File: config.mk
export PLATFORM = sky130hd
export DESIGN_NAME = reg_write_arbiter
export DESIGN_NICKNAME = d
export VERILOG_FILES = /design/src/rtl/reg_arb_pkg.sv /design/src/rtl/rr_pick.sv /design/src/rtl/reg_write_arbiter.sv
export SDC_FILE = /design/constraint.sdc
export NUM_CORES = 1
export LEC_CHECK = 0
export ABC_CLOCK_PERIOD_IN_PS = 2700
export CAP_MARGIN = 20
export CORE_UTILIZATION = 45
export DETAILED_ROUTE_END_ITERATION = 6
export DONT_BUFFER_PORTS = 1
export GPL_ROUTABILITY_DRIVEN = 1
export GPL_TIMING_DRIVEN = 0
export PLACE_DENSITY_LB_ADDON = 0.3
export SYNTH_ARGS = -nofsm -noshare
export SYNTH_HDL_FRONTEND = slang
export SYNTH_HIERARCHICAL = 1
export SYNTH_SLANG_ARGS = --single-unit
File: constraint.sdc
create_clock -name clk -period 2.7 [get_ports clk]
set_clock_uncertainty 0.1 [all_clocks]
set_input_delay 0.27 -clock clk [delete_from_list [all_inputs] [get_ports clk]]
set_output_delay 0.27 -clock clk [all_outputs]
set_load 0.05 [all_outputs]
File: src/rtl/reg_arb_pkg.sv
// Shared types and helpers for the register write arbiter and related bus arbiters.
package reg_arb_pkg;

  localparam int unsigned DATA_W = 16;

  typedef enum logic [1:0] {
    StIdle = 2'd0,
    StLoad = 2'd1,
    StAck  = 2'd2
  } arb_state_e;

  // Index width for n items; never less than one bit so a 1-bit grant id still exists.
  function automatic int unsigned clog2(input int unsigned n);
    int unsigned r;
    int unsigned v;
    r = 0;
    v = (n > 0) ? n - 1 : 0;
    while (v > 0) begin
      r++;
      v = v >> 1;
    end
    return (r < 1) ? 1 : r;
  endfunction

endpackage

File: src/rtl/rr_pick.sv
// Combinational round-robin picker: first set request at or after rr_ptr, wrapping.
module rr_pick
  import reg_arb_pkg::*;
#(
  parameter int unsigned N = 4,
  localparam int unsigned IW = clog2(N)
) (
  input  logic [N-1:0]  req,
  input  logic [IW-1:0] rr_ptr,
  output logic          found,
  output logic [IW-1:0] idx
);

  int unsigned cand;

  always_comb begin
    found = 1'b0;
    idx   = '0;
    cand  = 0;
    for (int unsigned k = 0; k < N; k++) begin
      cand = (32'(rr_ptr) + k) % N;
      if (!found && req[cand[IW-1:0]]) begin
        found = 1'b1;
        idx   = cand[IW-1:0];
      end
    end
  end

endmodule

File: src/rtl/reg_write_arbiter.sv
// Round-robin arbiter granting one client write at a time into a shared load-enable register,
// with read-back verification of each write.
module reg_write_arbiter
  import reg_arb_pkg::*;
#(
  parameter int unsigned NREQ  = 4,
  parameter int unsigned WIDTH = DATA_W,
  localparam int unsigned IW = clog2(NREQ)
) (
  input  logic                    clk,
  input  logic                    rst_n,
  input  logic [NREQ-1:0]         req,
  input  logic [NREQ*WIDTH-1:0]   wdata,
  output logic [NREQ-1:0]         ack,
  output logic [WIDTH-1:0]        reg_in,
  output logic                    reg_load,
  input  logic [WIDTH-1:0]        reg_out,
  output logic                    busy,
  output logic [IW-1:0]           grant_id,
  output logic                    wr_err,
  input  logic                    err_clr
);

  arb_state_e state_q, state_d;

  logic [WIDTH-1:0] data_q, data_d;
  logic [IW-1:0]    grant_id_q, grant_id_d;
  logic [IW-1:0]    rr_ptr_q, rr_ptr_d;
  logic [WIDTH-1:0] reg_in_q, reg_in_d;
  logic             reg_load_q, reg_load_d;
  logic [NREQ-1:0]  ack_q, ack_d;
  logic             busy_q, busy_d;
  logic             wr_err_q, wr_err_d;

  logic             pick_found;
  logic [IW-1:0]    pick_idx;
  logic             take;

  rr_pick #(
    .N(NREQ)
  ) u_pick (
    .req   (req),
    .rr_ptr(rr_ptr_q),
    .found (pick_found),
    .idx   (pick_idx)
  );

  assign take = (state_q == StIdle) && pick_found;

  always_ff @(posedge clk or negedge rst_n) begin
    if (!rst_n) begin
      state_q <= StIdle;
    end else begin
      state_q <= state_d;
    end
  end

  always_comb begin
    state_d = state_q;
    unique case (state_q)
      StIdle:  if (pick_found) state_d = StLoad;
      StLoad:  state_d = StAck;
      StAck:   state_d = StIdle;
      default: state_d = StIdle;
    endcase
  end

  // Output flops are loaded from next-state so every output is registered yet cycle-aligned.
  always_comb begin
    data_d     = data_q;
    grant_id_d = grant_id_q;
    rr_ptr_d   = rr_ptr_q;
    reg_in_d   = reg_in_q;
    wr_err_d   = wr_err_q;
    ack_d      = '0;
    if (take) begin
      data_d     = wdata[32'(pick_idx) * WIDTH +: WIDTH];
      grant_id_d = pick_idx;
      reg_in_d   = data_d;
    end
    reg_load_d = (state_d == StLoad);
    busy_d     = (state_d != StIdle);
    if (state_d == StAck) ack_d[grant_id_q] = 1'b1;
    if (state_q == StAck) begin
      rr_ptr_d = (32'(grant_id_q) == NREQ - 1) ? '0 : grant_id_q + 1'b1;
    end
    if (err_clr) begin
      wr_err_d = 1'b0;
    end else if (state_q == StAck && reg_out != data_q) begin
      wr_err_d = 1'b1;
    end
  end

  always_ff @(posedge clk or negedge rst_n) begin
    if (!rst_n) begin
      data_q     <= '0;
      grant_id_q <= '0;
      rr_ptr_q   <= '0;
      reg_in_q   <= '0;
      reg_load_q <= 1'b0;
      ack_q      <= '0;
      busy_q     <= 1'b0;
      wr_err_q   <= 1'b0;
    end else begin
      data_q     <= data_d;
      grant_id_q <= grant_id_d;
      rr_ptr_q   <= rr_ptr_d;
      reg_in_q   <= reg_in_d;
      reg_load_q <= reg_load_d;
      ack_q      <= ack_d;
      busy_q     <= busy_d;
      wr_err_q   <= wr_err_d;
    end
  end

  assign ack      = ack_q;
  assign reg_in   = reg_in_q;
  assign reg_load = reg_load_q;
  assign busy     = busy_q;
  assign grant_id = grant_id_q;
  assign wr_err   = wr_err_q;

endmodule
==> run metrics <==
status=completed; DR pass1 iterations=4; Ys Warns=6; worst hold slack=0.0689 ns; Worst setup EP type=register; DR vias/cell=6.06; Reg clk slew, reported paths=0.06 ns; DRT iter0 DRCs=40; Post-synth EDFFs=0; Post-layout nets=228; crit path to=reg_in[8]$_DFFE_PN0P_; Netlist cell types=29; Placer Congestion=0.679; CP Launch Point=rr_ptr_q[0]$_DFFE_PN0P_; Worst path slowest cell=mux4_2; clock share of power=13.6%; layout cell share with drive strength beyond 1=31.2%; final hold viol count=0; detailed-route wire length=3810 um; die area=4260 um^2; R2R cell count=7; critical path type=reg2reg; CORE AREA=3740 um^2; Die H=65.3 um; Seq/Total Area, Yosys=40.3%; Synth area leaders=dfrtp_1 40%, mux4_2 11%, mux4_1 10%; CTS H-tree depth=2; Final period util=85.5%; Via Count=1127; clk root buf=clkbuf_8; Antenna diodes=0; Leak Pwr=0.835 nW; Post-Place Worst Slack=0.405 ns; Clock Latency Late Sink=0.28 ns; CTS tree=done; Cell Area, Synth=1800 um^2; FF-to-FF End=reg_in[8]$_DFFE_PN0P_; Yosys reg bits=29; routed wire length per instance=20.5 um; most frequent cells in the layout=29 x dfrtp_1, 16 x xnor2_1, 9 x mux4_2, 9 x mux2_4, 8 x mux2_2; ys async rst share=100%; Critical Path Fanout Max=10; I/O Pins=112; final setup fails=0; Final Total Pwr=2.91 mW; pin count of the biggest net entering global routing=30; final worst path period need=2.31 ns; Initial Util=48.1%; Critical Path, Cell by Cell=inv_2 > a221o_1 > a21oi_1 > buf_6 > buf_12 > mux4_2 > mux2_4; GR Util All Layers=18.9%; number of global-route vias before repair=1116; Worst Tran Pin Value=0.586 ns; total gr overflow=0; maximum buffer depth of the clock tree=2; Max stage delay on crit path=0.50 ns; Mapped Cells=127; hold crit path type=in2reg; Setup WS post-layout=0.392 ns; initial antenna violation count=0; ANT nets after route=0; Crit path required time=2.76 ns; share of power burned in registers=50.5%; DRC viols=0; largest area contributor in the netlist=dfrtp_1; hpwl dp=2980 um; worst r2r src=rr_ptr_q[0]$_DFFE_PN0P_; Slew HR=60.9%; CTS Buf Count=5; CP Launch Type=register; Critical Path AT=2.37 ns; PortBufs=0; Main synth FF type=dfrtp_1; setup tns final=0 ns; Sink Count=29; Logic pwr share=35.9%; # rows=22; Max Slew Vio Count=0; final core occ=53.5%; PwrDens=1450 nW/um^2; first-pass GRT wire length=5750 um; die width=65.3 um; post-synthesis average cell area=14.2 um^2; Synth top area share=40.3%; Worst VDD drop=0.629 mV; R2R Setup Slk=0.39 ns; RSZ-0062 raised after global routing=false; Peak Freq=0.433 GHz; net switching power=1.40 mW; P_int=1.51 mW; most common cell after layout, fill and taps aside=dfrtp_1; switching share of total power=48.1%; P&R area growth vs syn=11.2%; Syn Nets=218; max-capacitance violation count=0
==> synthesized netlist by cell type (2+ instances only) <==
| cell | instances |
|---|---|
| buf_2 | 3 |
| ha_1 | 4 |
| mux4_2 | 9 |
| mux2_4 | 9 |
| o31ai_1 | 2 |
| dfrtp_1 | 29 |
| xnor2_1 | 16 |
| nand4_1 | 4 |
| a21oi_1 | 4 |
| nand2b_1 | 3 |
| mux4_1 | 7 |
| and2_1 | 4 |
| inv_1 | 6 |
| mux2_2 | 8 |
| o21ai_0 | 3 |
| nand2_1 | 3 |
==> logic make-up (layout without fill, tap and decap cells) <==
| kind of cell | after synthesis | in the layout | synth area share [%] |
|---|---|---|---|
| simple gates | 21 | 21 | 7.09 |
| buf+inv | 13 | 24 | 4.24 |
| fa+ha+maj | 4 | 4 | 2.78 |
| xor+xnor | 16 | 16 | 7.78 |
| mux | 33 | 33 | 34.0 |
| compound gates | 11 | 11 | 3.82 |
| flops | 29 | 29 | 40.3 |
==> through the flow <==
step,cells,area [um^2]
finish,186,2000
global route,186,2000
CTS,186,2000
detailed placement,175,1860
global placement,175,1860
floorplan,127,1800
==> power groups by stage <==
| stage | clock network (mW) | logic, mW | registers [mW] |
|---|---|---|---|
| final | 0.395 | 1.04 | 1.47 |
| after global routing | 0.422 | 1.14 | 1.50 |
| after CTS | 0.403 | 1.06 | 1.48 |
| after detailed placement | 0 | 1.04 | 1.48 |
| after global placement | 0 | 1.01 | 1.48 |
| after floorplan | 0 | 0.900 | 1.42 |
==> flip-flops by register name (all words and copies together), names as in the netlist <==
register / count
reg_load: 1
reg_in: 16
busy: 1
ack: 4
rr_ptr_q: 2
state_q: 2
grant_id: 2
wr_err: 1
==> cell type report <==
class                           count  area (um^2)
Multi-Input combinational cell     85          998
Fill cell                         331         1740
Timing Repair Buffer                3         40.0
Clock inverter                      1         5.00
Sequential cell                    29          726
Tap cell                           48         60.1
Buffer                              6         50.0
Inverter                            7         26.3
Clock buffer                        7         96.3
==> per-layer routing <==
layer | up-vias | global-route usage (%) | share of wire (%)
li1 | 495 | - | -
met1 | 565 | 22.7 | 38
met2 | 62 | 30.4 | 53
met3 | 5 | 6.42 | 8.2
met4 | 0 | 8.97 | 1.5
met5 | - | 0 | 0
==> how the worst min path moves through the flow <==
stage	start	end	slack, ns	cells past startpoint
floorplan	rst_n	ack[0]$_DFF_PN0_	-0.13	0
global placement	rst_n	reg_load$_DFF_PN0_	-0.13	0
detailed placement	rst_n	reg_load$_DFF_PN0_	-0.12	0
CTS	err_clr	wr_err$_DFFE_PN0P_	0.06	2
global route	err_clr	wr_err$_DFFE_PN0P_	0.08	2
finish	err_clr	wr_err$_DFFE_PN0P_	0.07	2
==> critical path, delay by kind of cell, from the launching register on <==
family                 cells  cell delay, ns
multiplexers               2            0.77
buffers and inverters      3            0.39
flip-flops                 1            0.42
AO/OA/AOI/OAI              2            0.52
==> timing repair <==
item                                    in CTS  in global routing
endpoints found under the setup margin       0                  0
hold buffers                                 3                  0
gates resized for setup                      0                  0
endpoints found under the hold margin       30                  0
setup buffers                                0                  0
Power figures use the tool's default switching activity.
==> edit 1: new RTL, same flow settings <==
`data_q` no longer has a reset.
--- a/src/rtl/reg_write_arbiter.sv
+++ b/src/rtl/reg_write_arbiter.sv
@@ -93,7 +93,6 @@
 
   always_ff @(posedge clk or negedge rst_n) begin
     if (!rst_n) begin
-      data_q     <= '0;
       grant_id_q <= '0;
       rr_ptr_q   <= '0;
       reg_in_q   <= '0;
@@ -102,7 +101,6 @@
       busy_q     <= 1'b0;
       wr_err_q   <= 1'b0;
     end else begin
-      data_q     <= data_d;
       grant_id_q <= grant_id_d;
       rr_ptr_q   <= rr_ptr_d;
       reg_in_q   <= reg_in_d;
@@ -113,6 +111,10 @@
     end
   end
 
+  always_ff @(posedge clk) begin
+    data_q <= data_d;
+  end
+
   assign ack      = ack_q;
   assign reg_in   = reg_in_q;
   assign reg_load = reg_load_q;
Formal check against the unedited RTL: no difference found for any inputs over 4 cycles, from zero or initial values and one cycle with rst_n low; that may be too few to reach the edited logic, so the function may still have changed.
==> edit 1 against the unedited design <==
- total power increased by 20%
- die area increased by 26%
- final area increased by 25%
- sequential power increased by 32%
- sequential cell count increased by 16
- routed wire length increased by 23%
- setup slack got worse by 76 ps
- synthesized area increased by 27%
==> edit 1: results (changes against the unedited design) <==
cells_and_area:
  multi_input_gates: 86  # +1.2%
  nNonClkBuffers: 10  # +1
  clkCellAreaFrac: 0.0324  # -0.0182
  n_fill_cell: 407  # +23%
  buffer_area_frac: 0.0404  # -0.00462
  final_net_count: 246  # +7.9%
  multi_input_area_um2: 1010  # +1.3%
  seqCellArea_um2: 1210  # +66%
  clkbuf_count: 5  # -2
place:
  dp_worst_setup_slack_ps: 251  # -154 ps
  dpl.hpwl_mm: 3.63  # +22%
  place_area_um2: 2390  # +28%
yosys:
  synth_compound_area_frac: 0.0301  # -0.00815
  ys_async_sr_fraction: 0.644  # -0.356
  synthAdderAreaFrac: 0.0219  # -0.00593
  synthTopCellsByCount: "29 x dfrtp_1, 16 x edfxtp_1, 16 x xnor2_1"
  avgSynthCellArea_um2: 15.9  # +12%
  ys_seq_elements: 45  # +55%
  synth_cell_type_count: 30  # +3.4%
setup_path:
  r2r_setup_slack_ps: 320  # -80 ps
  max_stage_delay_ps: 420  # -80 ps
  slowest_stage: "dfrtp_1"
  path_delay_family: "buffers and inverters"
routing:
  vias_per_cell: 5.79  # -4.5%
cts:
  clk_pin_slew_worst_paths_ps: 80  # +20 ps
pwr:
  p_int_mw: 1.94  # +28%
  clkPwrFrac: 0.111  # -0.025
  seq_power_mw: 1.94  # +32%
sta:
  min_period_over_period: 0.883  # +0.0282
grt:
  grt_pass1_wl_mm: 6.81  # +18%
outcome:
  outcome: "finished, final reports clean"
edit 1: cell count changes in the layout (fill, tap and decap cells not counted):
cell / delta
nor3b_2: +1
clkbuf_8: -2
edfxtp_1: +16
buf_6: +1
clkinv_1: +2
edit 1: layer usage:
| layer | track usage | vias up | routed length, um |
|---|---|---|---|
| met5 | 0 | - | 0 |
| met4 | 0.0598 | 0 | 68 |
| met3 | 0.0604 | 6 | 334 |
| met2 | 0.323 | 59 | 2610 |
| met1 | 0.192 | 663 | 1660 |
| li1 | - | 563 | - |
edit 1: worst min-delay path by stage:
| stage | end | slack (ps) |
|---|---|---|
| floorplan | ack[0]$_DFF_PN0_ | -130 |
| global placement | reg_in[8]$_DFFE_PN0P_ | -120 |
| detailed placement | reg_in[7]$_DFFE_PN0P_ | -120 |
| CTS | wr_err$_DFFE_PN0P_ | 60 |
| global route | wr_err$_DFFE_PN0P_ | 80 |
| finish | wr_err$_DFFE_PN0P_ | 60 |
==> edit 2: new RTL, same flow settings <==
Without the edit above. Set the parameter `NREQ` to 8 (it was 4).
--- a/src/rtl/reg_write_arbiter.sv
+++ b/src/rtl/reg_write_arbiter.sv
@@ -3,7 +3,7 @@
 module reg_write_arbiter
   import reg_arb_pkg::*;
 #(
-  parameter int unsigned NREQ  = 4,
+  parameter int unsigned NREQ  = 8,
   parameter int unsigned WIDTH = DATA_W,
   localparam int unsigned IW = clog2(NREQ)
 ) (
Interface: changed (resized ack, grant_id, req and wdata); port bits go from 112 to 185. No check against the original RTL was run, so the function may have changed too.
==> edit 2 against the unedited design <==
- the run now ends with setup timing left
- final area grew 110%
- setup slack worse by 1600 ps
- critical endpoint is now reg_in[14]$_DFFE_PN0P_
- routed wire length increased to 2.9 times the old value
- maximum frequency decreased by 41%
- sequential cell count rose by 6
- cell count grew 140%
- highest routed layer is now met5
- synthesized area grew 93%
Power is left out: the tool's default activity adds up to more than one toggle a clock period on the data nets, which glitch-free logic cannot reach.
==> edit 2: results (changes against the unedited design) <==
routing:
  drt_first_pass_iters: 4  # unchanged
  vias: 2942  # +160%
  drt-initial-drc-count: 132  # +230%
  wl_per_cell_um: 25.1  # +23%
  vias_per_cell: 6.60  # +8.9%
cts:
  clk_latency_ps: 280  # about the same
  post_cts_buffers: 24  # +24
  cts_root_buf: "clkbuf_8"
  cts.htree.levels: 2  # unchanged
  cts-resized-gates: 26  # +26
  clk_pin_slew_worst_paths_ps: 80  # +20 ps
  numCtsBuffers: 5  # unchanged
setup_path:
  max_stage_delay_ps: 580  # +80 ps
  slowest_stage: "mux4_2"
  arrival_ps: 4000  # +1630 ps
  cp_max_fo: 7  # -3
  path_delay_family: "multiplexers"
cells_and_area:
  final_net_count: 502  # +120%
  syn2layout_area_growth_pct: 22.0
  drive_gt1_frac: 0.398  # +0.0867
  n_fill_cell: 621  # +88%
grt:
  antenna_found_initial: 3  # +3
  grt_max_degree: 36  # +20%
  grt_use_total: 0.273  # +0.0834
  grt_pass1_wl_mm: 16.7  # +190%
  grt_pass1_vias: 2987  # +170%
place:
  place_area_um2: 3690  # +98%
  dp_worst_setup_slack_ps: -1600  # -2000 ps
  dpl.hpwl_mm: 8.39  # +180%
  dp_cells: 400  # +130%
  gp_congestion: 0.887  # +31%
yosys:
  synth_cells: 301  # +140%
  synthTopCellsByArea: "mux4_2 27%, dfrtp_1 25%, mux2i_1 6.3%, mux4_1 4.5%, xnor2_1 4.3%"
  yosysMostFrequentCell: "mux4_2"
  ys_async_sr_fraction: 1.00  # unchanged
  ys_warn_count: 6  # unchanged
  synthTopCellsByCount: "41 x mux4_2, 36 x nor2_1, 35 x dfrtp_1"
  syn_nets: 460  # +110%
  synth_cell_type_count: 52  # +79%
  synth_seq_area_share: 0.252  # -0.151
outcome:
  outcome: "complete, but fails checks"
  failed_checks: "setup timing"
sta:
  tns_ps: -22880  # -22880 ps
  worstMarginPinSlew_ps: 683  # +97.0 ps
  fin_ws_ps: -1230  # -1620 ps
  setup_viol: 22  # +22
  whs_ps: 62.6  # -6.36 ps
die:
  die_w_um: 89.8  # +38%
hold_path:
  hold_class: "primary input to flop"
==> edit 2: changes by cell type in the layout (fill, tap and decap cells not counted), sizes merged, moves of 10 or more <==
cell,unedited run,this run
buf,6,52
nor2,1,36
mux4,16,47
mux2i,0,23
a21oi,4,24
nand2,3,13
==> edit 2: logic make-up (layout without fill, tap and decap cells) <==
kind of cell    after synthesis  after routing  share of synthesized area
other cells                   0              3                          0
mux                          81             81                      0.419
flops                        35             35                      0.252
fa+ha+maj                     4              4                     0.0144
simple gates                 77             77                      0.106
compound gates               54             54                      0.101
buf+inv                      31             74                     0.0595
xor+xnor                     19             19                     0.0480
==> edit 2: final timing paths <==
kind / startpoint / end / cells past startpoint
max: rr_ptr_q[1]$_DFFE_PN0P_ / reg_in[14]$_DFFE_PN0P_ / 16
min: err_clr / wr_err$_DFFE_PN0P_ / 2
max reg2reg: rr_ptr_q[1]$_DFFE_PN0P_ / reg_in[14]$_DFFE_PN0P_ / 16
min reg2reg: state_q[1]$_DFF_PN0_ / busy$_DFF_PN0_ / 1
max in group asynchronous: rst_n / reg_in[3]$_DFFE_PN0P_ / 2
min in group asynchronous: rst_n / ack[0]$_DFF_PN0_ / 2
==> edit 2: metal layers <==
layer | GRT usage | part of all wire | up-vias
met4 | 0.0683 | 0.016 | 4
li1 | - | - | 1267
met3 | 0.0685 | 0.090 | 18
met1 | 0.364 | 0.39 | 1473
met5 | 0 | 0.0024 | -
met2 | 0.447 | 0.50 | 180
==> edit 2: area by class of cell <==
type	instances	share of cell area
Antenna cell	3	0.00177
Buffer	20	0.0523
Clock buffer	5	0.0163
Clock inverter	3	0.0103
Inverter	9	0.0109
Multi-Input combinational cell	235	0.587
Sequential cell	35	0.207
Tap cell	99	0.0293
Timing Repair Buffer	37	0.0851
